[src/rtl/adc_fft_framer_if.sv]
`default_nettype none
// ============================================================================
// Module      : adc_fft_framer_if
// Description : AXI-Stream style output bundle for the ADC-to-FFT framer:
//               {imag, real} data word, valid/ready handshake and last flag.
// Revision    : 1.0 - initial release
// ============================================================================
interface adc_fft_framer_if #(
    parameter int OUTWIDTH = 16
);
    logic [2*OUTWIDTH-1:0] tdata;
    logic                  tvalid;
    logic                  tready;
    logic                  tlast;

    modport master (
        output tdata,
        output tvalid,
        output tlast,
        input  tready
    );

    modport slave (
        input  tdata,
        input  tvalid,
        input  tlast,
        output tready
    );
endinterface
`default_nettype wire

[src/rtl/adc_fft_framer.sv]
`default_nettype none
// ============================================================================
// Module      : adc_fft_framer
// Description : Sign-extends two's-complement ADC samples and packs them into
//               fixed-length frames (tlast on word N-1) through a small FWFT
//               FIFO. An overflow zero-pads the rest of the frame so every
//               frame the FFT sees is exactly N words long.
// Revision    : 1.0 - initial release
// ============================================================================
module adc_fft_framer #(
    parameter int DATAWIDTH       = 14,
    parameter int OUTWIDTH        = 16,
    parameter int FFT_LEN_LOG2    = 10,
    parameter int FIFO_DEPTH_LOG2 = 4
) (
    input  wire                          adc_clk,
    input  wire                          adc_rstn,
    input  wire                          enable,
    input  wire                          clr,
    input  wire                          in_valid,
    input  wire  [DATAWIDTH-1:0]         data_2c,
    adc_fft_framer_if.master             m_axis,
    output logic [31:0]                  frame_cnt,
    output logic [15:0]                  drop_cnt,
    output logic                         overflow
);

    localparam int unsigned                 c_depth    = 1 << FIFO_DEPTH_LOG2;
    localparam logic [FFT_LEN_LOG2-1:0]     c_last_idx = '1;
    localparam logic [15:0]                 c_drop_max = 16'hFFFF;

    typedef enum logic [1:0] {
        ST_IDLE = 2'd0,
        ST_RUN  = 2'd1,
        ST_PAD  = 2'd2
    } state_t;

    state_t                     state_q, state_d;
    logic [FFT_LEN_LOG2-1:0]    idx_q, idx_d;
    logic [FIFO_DEPTH_LOG2:0]   wr_ptr_q, wr_ptr_d;
    logic [FIFO_DEPTH_LOG2:0]   rd_ptr_q, rd_ptr_d;
    logic [31:0]                frame_cnt_q, frame_cnt_d;
    logic [15:0]                drop_cnt_q, drop_cnt_d;
    logic                       overflow_q, overflow_d;

    // Each entry is {last, sample}; storage is not reset, reads are masked by empty.
    logic [OUTWIDTH:0]          mem_q [c_depth];

    logic [OUTWIDTH-1:0]        w_sample;
    logic                       w_full;
    logic                       w_empty;
    logic                       w_pop;
    logic                       w_wr_en;
    logic [OUTWIDTH-1:0]        w_wr_data;
    logic                       w_wr_last;
    logic                       w_ovf_evt;
    logic [OUTWIDTH:0]          w_head;

    // Sign extension of the input sample to the output real-part width.
    generate
        if (OUTWIDTH > DATAWIDTH) begin : g_sext
            assign w_sample = {{(OUTWIDTH-DATAWIDTH){data_2c[DATAWIDTH-1]}}, data_2c};
        end else begin : g_nosext
            assign w_sample = data_2c;
        end
    endgenerate

    // FIFO status: extra pointer MSB distinguishes full from empty.
    assign w_empty = (wr_ptr_q == rd_ptr_q);
    assign w_full  = (wr_ptr_q[FIFO_DEPTH_LOG2] != rd_ptr_q[FIFO_DEPTH_LOG2]) &&
                     (wr_ptr_q[FIFO_DEPTH_LOG2-1:0] == rd_ptr_q[FIFO_DEPTH_LOG2-1:0]);
    assign w_head  = mem_q[rd_ptr_q[FIFO_DEPTH_LOG2-1:0]];
    assign w_pop   = !w_empty && m_axis.tready;

    // Output side is driven straight from FIFO state; data is zero when empty.
    assign m_axis.tvalid = !w_empty;
    assign m_axis.tlast  = !w_empty && w_head[OUTWIDTH];
    assign m_axis.tdata  = w_empty ? '0 : {{OUTWIDTH{1'b0}}, w_head[OUTWIDTH-1:0]};
    assign frame_cnt     = frame_cnt_q;
    assign drop_cnt      = drop_cnt_q;
    assign overflow      = overflow_q;

    // Framing FSM: decides FIFO writes, index advance and overflow events.
    always_comb begin
        state_d   = state_q;
        idx_d     = idx_q;
        w_wr_en   = 1'b0;
        w_wr_data = '0;
        w_wr_last = (idx_q == c_last_idx);
        w_ovf_evt = 1'b0;
        case (state_q)
            ST_IDLE: begin
                if (enable && in_valid) begin
                    if (!w_full) begin
                        w_wr_en   = 1'b1;
                        w_wr_data = w_sample;
                        idx_d     = idx_q + 1'b1;
                        state_d   = ST_RUN;
                    end else begin
                        w_ovf_evt = 1'b1;
                        idx_d     = '0;
                        state_d   = ST_PAD;
                    end
                end
            end
            ST_RUN: begin
                if (in_valid) begin
                    if (!w_full) begin
                        w_wr_en   = 1'b1;
                        w_wr_data = w_sample;
                        idx_d     = idx_q + 1'b1;
                        if (idx_q == c_last_idx) begin
                            state_d = enable ? ST_RUN : ST_IDLE;
                        end
                    end else begin
                        // Lost sample: its index is the first one padded.
                        w_ovf_evt = 1'b1;
                        state_d   = ST_PAD;
                    end
                end
            end
            ST_PAD: begin
                if (!w_full) begin
                    w_wr_en = 1'b1;
                    idx_d   = idx_q + 1'b1;
                    if (idx_q == c_last_idx) begin
                        state_d = enable ? ST_RUN : ST_IDLE;
                    end
                end
            end
            default: begin
                state_d = ST_IDLE;
                idx_d   = '0;
            end
        endcase
    end

    // Pointer and status counter next-state; clr wins over increment/set.
    always_comb begin
        wr_ptr_d    = wr_ptr_q + {{FIFO_DEPTH_LOG2{1'b0}}, w_wr_en};
        rd_ptr_d    = rd_ptr_q + {{FIFO_DEPTH_LOG2{1'b0}}, w_pop};
        frame_cnt_d = frame_cnt_q;
        drop_cnt_d  = drop_cnt_q;
        overflow_d  = overflow_q;
        if (clr) begin
            frame_cnt_d = '0;
            drop_cnt_d  = '0;
            overflow_d  = 1'b0;
        end else begin
            if (w_pop && w_head[OUTWIDTH]) begin
                frame_cnt_d = frame_cnt_q + 32'd1;
            end
            if (w_ovf_evt) begin
                overflow_d = 1'b1;
                if (drop_cnt_q != c_drop_max) begin
                    drop_cnt_d = drop_cnt_q + 16'd1;
                end
            end
        end
    end

    // State registers with asynchronous active-low reset.
    always_ff @(posedge adc_clk or negedge adc_rstn) begin
        if (!adc_rstn) begin
            state_q     <= ST_IDLE;
            idx_q       <= '0;
            wr_ptr_q    <= '0;
            rd_ptr_q    <= '0;
            frame_cnt_q <= '0;
            drop_cnt_q  <= '0;
            overflow_q  <= 1'b0;
        end else begin
            state_q     <= state_d;
            idx_q       <= idx_d;
            wr_ptr_q    <= wr_ptr_d;
            rd_ptr_q    <= rd_ptr_d;
            frame_cnt_q <= frame_cnt_d;
            drop_cnt_q  <= drop_cnt_d;
            overflow_q  <= overflow_d;
        end
    end

    // FIFO storage write port.
    always_ff @(posedge adc_clk) begin
        if (w_wr_en) begin
            mem_q[wr_ptr_q[FIFO_DEPTH_LOG2-1:0]] <= {w_wr_last, w_wr_data};
        end
    end

endmodule
`default_nettype wire

[src/flat_wrapper.sv]
// flat-port wrapper written by rule: the top's interface ports become plain ports
module adc_fft_framer_flat 
#(
    parameter int DATAWIDTH       = 14,
    parameter int OUTWIDTH        = 16,
    parameter int FFT_LEN_LOG2    = 10,
    parameter int FIFO_DEPTH_LOG2 = 4
)
  (adc_clk, adc_rstn, enable, clr, in_valid, data_2c, frame_cnt, drop_cnt, overflow, m_axis_tdata, m_axis_tvalid, m_axis_tlast, m_axis_tready);
  adc_fft_framer_if #(.OUTWIDTH(OUTWIDTH)) m_axis_i ();
  input  wire adc_clk;
  input  wire adc_rstn;
  input  wire enable;
  input  wire clr;
  input  wire in_valid;
  input  wire  [DATAWIDTH-1:0] data_2c;
  output logic [31:0] frame_cnt;
  output logic [15:0] drop_cnt;
  output logic overflow;
  output wire logic [$bits(m_axis_i.tdata)-1:0] m_axis_tdata;
  output wire logic [$bits(m_axis_i.tvalid)-1:0] m_axis_tvalid;
  output wire logic [$bits(m_axis_i.tlast)-1:0] m_axis_tlast;
  input wire logic [$bits(m_axis_i.tready)-1:0] m_axis_tready;
  assign m_axis_tdata = m_axis_i.tdata;
  assign m_axis_tvalid = m_axis_i.tvalid;
  assign m_axis_tlast = m_axis_i.tlast;
  assign m_axis_i.tready = m_axis_tready;
  adc_fft_framer #(.DATAWIDTH(DATAWIDTH), .OUTWIDTH(OUTWIDTH), .FFT_LEN_LOG2(FFT_LEN_LOG2), .FIFO_DEPTH_LOG2(FIFO_DEPTH_LOG2)) u_core (.adc_clk(adc_clk), .adc_rstn(adc_rstn), .enable(enable), .clr(clr), .in_valid(in_valid), .data_2c(data_2c), .m_axis(m_axis_i), .frame_cnt(frame_cnt), .drop_cnt(drop_cnt), .overflow(overflow));
endmodule
[config.mk]
export PLATFORM = sky130hd
export DESIGN_NAME = adc_fft_framer_flat
export DESIGN_NICKNAME = d
export VERILOG_FILES = /design/src/rtl/adc_fft_framer_if.sv /design/src/rtl/adc_fft_framer.sv /design/src/flat_wrapper.sv
export SDC_FILE = /design/constraint.sdc
export NUM_CORES = 1
export LEC_CHECK = 0
export BUFFER_PORTS_ARGS = -buffer_cell sky130_fd_sc_hd__clkbuf_2
export CORE_MARGIN = 1.5
export CORE_UTILIZATION = 56
export DETAILED_ROUTE_END_ITERATION = 6
export GPL_ROUTABILITY_DRIVEN = 0
export GPL_TIMING_DRIVEN = 0
export PLACE_DENSITY = 0.72
export SYNTH_ARGS = -nofsm -noshare
export SYNTH_HDL_FRONTEND = slang
export SYNTH_SLANG_ARGS = --single-unit
[constraint.sdc]
create_clock -name adc_clk -period 9 [get_ports adc_clk]
set_input_delay 0.9 -clock adc_clk [delete_from_list [all_inputs] [get_ports adc_clk]]
set_output_delay 0.9 -clock adc_clk [all_outputs]
set_load 0.01 [all_outputs]
==> flow_summary_export.csv <==
group,metric,value,unit
status,status,"finished clean",
finish,antennaDiodeCount,0,
logic_synthesis,synth_seq_area_share,66.2,%
setup_path,cp-end-kind,"output pin",
floorplan,core_area,23600,µm²
floorplan,rows,56,
floorplan,die_h,159,µm
timing,hold_viol,0,
logic_synthesis,synth-xor-area-share,0.958,%
global_routing,grt_pass1_vias,8235,
routing,ant_nets,0,
floorplan,ioPinCount,103,
place,pre_cts_slack,4.84,ns
clock_network,cts_buffers,31,
finish,area_delta_synth_final,16.0,%
floorplan,dieArea,25200,µm²
logic_synthesis,synth_edf_count,240,
power,p_leak,5.60,nW
logic_synthesis,ys_types,59,
timing,fin_crit_sh,53.4,%
logic_synthesis,synth.avg_cell_area,16.1,µm²
timing,rsz0062_at_grt,"no",
clock_network,cts_sinks,311,
setup_path,critical_path_class,"flip-flop to output pin",
power,clockPowerShare,25.5,%
setup_path,worstSetupStartpointType,"flip-flop",
setup_path,reg2regPathDepth,8,
power,intPower,0.00318,W
timing,setup_ws,4.19,ns
routing,initialDrtViolationCount,986,
timing,min_period,4.81,ns
global_routing,antenna_found_initial,0,
clock_network,clk_latency,0.58,ns
place,dp_hpwl,20.0,mm
timing,max_freq,208,MHz
setup_path,arrival,3.91,ns
routing,num_vias,8373,
clock_network,path_clk_slew,0.06,ns
routing,drc,0,
global_routing,grt_max_degree,55,
hold_path,hold_path_class,"primary input to async pin",
logic_synthesis,synth_area,13600,µm²
logic_synthesis,synthAdderAreaFrac,1.01,%
clock_network,clock_tree.buffer_depth,3,
finish,fin_nets,1025,
floorplan,fp.dieW,159,µm
timing,clock-skew-final,0.0233,ns
clock_network,cts_setup_buffers,0,
global_routing,grt_pass1_wl,48.9,mm
clock_network,htree_levels,1,
power,pwr_density_cell,302,nW/µm²
clock_network,cts_resized,0,
global_routing,grt.total_usage,25.5,%
timing,slew_headroom,26.1,%
place,dp_cells,1280,
logic_synthesis,synth-compound-area-share,6.20,%
logic_synthesis,muxShareOfSynthArea,12.9,%
logic_synthesis,syn_inst,844,
routing,totalWireLength,31.4,mm
timing,maxSlewViolCount,0,
job,cap_violations,0,
finish,drive_above_1_share,27.7,%
logic_synthesis,yosys_most_used_dff,"edfxtp_1",
routing,drt_pass1_iterations,5,
timing,tightest_slew,1.11,ns
logic_synthesis,async_reset_ff_share,22.8,%
floorplan,initial_core_util,57.5,%
timing,setup_viol_count_final,0,
logic_synthesis,yosys.area_share.simple,9.66,%
routing,avgRoutedWirePerCell,23.5,µm
logic_synthesis,ys_seq_elements,311,
power,ir_drop,209,µV
power,seqPwrFrac,38.8,%
place,place.port_buffers,85,
timing,timing.setup.tns,0,ns
routing,avgViaCountPerCell,6.26,
setup_path,critPathMaxFanout,10,
power,pwr-share-comb,35.7,%
finish,finalNonFillerCells,1337,
setup_path,required,8.10,ns
global_routing,grt_overflow,0,
power,p_switching,0.00158,W
clock_network,root_buffer,"clkbuf_16",
clock_network,cts_tree,"done",
logic_synthesis,synth_top_family_by_area,"multiplexers",
power,switching_share,33.3,%
logic_synthesis,ys_warn_count,0,
clock_network,hold_buffers,0,
[layout make-up]
cell class	count	area, µm²
sequential	311	8980
fill	1632	7860
multi-input combinational	469	4280
clock buffer	37	798
timing repair buffer	102	711
tap	319	399
buffer	65	367
clock inverter	20	155
inverter	14	52.6
[worst max-delay path, stage by stage, from the launching register on]
cell and delay [ns]:
dfrtp_1 0.34, buf_2 0.24, buf_1 0.59, clkbuf_1 0.84, mux4_2 0.41, mux4_2 0.48
and2_1 0.19, buf_4 0.13, clkbuf_2 0.12
[routing by layer]
layer	GRT usage, %	routed length (µm)	vias to the layer above
li1	-	-	3682
met1	35.7	12600	4226
met2	41.9	15500	403
met3	3.71	2370	62
met4	7.79	877	0
met5	0	0	-
[sequential cells by signal (all words and copies together), names as in the netlist]
name / cells
u_core.drop_cnt: 16
u_core.frame_cnt: 32
u_core.idx_q: 10
u_core.mem_q: 240
u_core.overflow: 1
u_core.rd_ptr_q: 5
u_core.state_q: 2
u_core.wr_ptr_q: 5
[worst paths after layout]
| check | start | end | slack (ns) |
|---|---|---|---|
| worst min-delay path | adc_rstn | u_core.drop_cnt[12] | 0.24 |
| min in group adc_clk | u_core.rd_ptr_q[1] | u_core.rd_ptr_q[1] | 0.51 |
| worst max register to register | u_core.rd_ptr_q[3] | u_core.mem_q[0][12] | 5.74 |
| worst min register to register | u_core.rd_ptr_q[1] | u_core.rd_ptr_q[1] | 0.51 |
| worst max-delay path | u_core.rd_ptr_q[1] | m_axis_tdata[15] | 4.19 |
| max in group asynchronous | adc_rstn | u_core.frame_cnt[3] | 8.20 |
[synth_stat cells, drive strengths merged (5+ instances only)]
| library cell | number | share of area, % |
|---|---|---|
| edfxtp | 240 | 53 |
| mux4 | 73 | 12 |
| dfrtp | 71 | 13 |
| a21oi | 46 | 1.7 |
| o31ai | 43 | 2.4 |
| or4 | 41 | 2.3 |
| buf | 40 | 2.0 |
| and2 | 31 | 1.4 |
| nand3 | 30 | 1.1 |
| nor2 | 27 | 0.75 |
| clkbuf | 25 | 0.69 |
| nand2 | 22 | 0.61 |
| nand4 | 16 | 0.78 |
| inv | 14 | 0.39 |
| and3 | 11 | 0.51 |
| ha | 11 | 1.0 |
| o21ai | 11 | 0.43 |
| xnor2 | 11 | 0.71 |
| mux2 | 7 | 0.58 |
| nor3 | 7 | 0.26 |
| a22oi | 6 | 0.43 |
| and4 | 6 | 0.39 |
| nand2b | 5 | 0.23 |
| nor2b | 5 | 0.23 |
| or3 | 5 | 0.23 |
[power by group through the flow]
stage | clock network (W) | logic [W] | registers (W)
finish | 0.00121 | 0.00170 | 0.00184
floorplan | 0 | 0.00114 | 0.00185
global route | 0.00129 | 0.00183 | 0.00186
detailed placement | 0 | 0.00169 | 0.00187
global placement | 0 | 0.00162 | 0.00187
CTS | 0.00124 | 0.00171 | 0.00184
[cell families (layout without fill, tap and decap cells)]
logic type	count (synthesis)	after routing
other cells	1	16
simple gates	220	220
mux	83	83
buf+inv	79	238
compound gates	125	125
xor+xnor	14	14
fa+ha+maj	11	11
flops	311	311
[layout by cell type, fill, tap and decap left out, types with 11 or more instances in the layout]
master / netlist / final
clkbuf_16: 0 / 31
o31ai_1: 43 / 43
edfxtp_1: 240 / 240
nor2_1: 27 / 15
a21oi_1: 46 / 46
nor2_2: 0 / 12
nand4_1: 15 / 15
clkbuf_1: 25 / 31
ha_1: 11 / 11
clkbuf_2: 0 / 84
dfrtp_1: 71 / 71
inv_1: 14 / 14
xnor2_1: 11 / 11
conb_1: 1 / 16
and3_1: 11 / 11
or4_1: 41 / 41
nand2_1: 22 / 22
nand3_1: 30 / 30
and2_1: 31 / 31
mux4_2: 73 / 73
buf_4: 24 / 26
[through the flow]
step,utilization [%],hold slack (ns),area [µm²],total power (W)
after floorplan,-,0.473,13600,0.00299
after global placement,61.2,0.484,14500,0.00348
after detailed placement,62.7,0.495,14800,0.00356
after CTS,66.7,0.230,15800,0.00479
after global routing,66.7,0.250,15800,0.00498
final,66.7,0.242,15800,0.00476
Power figures use the tool's default switching activity.
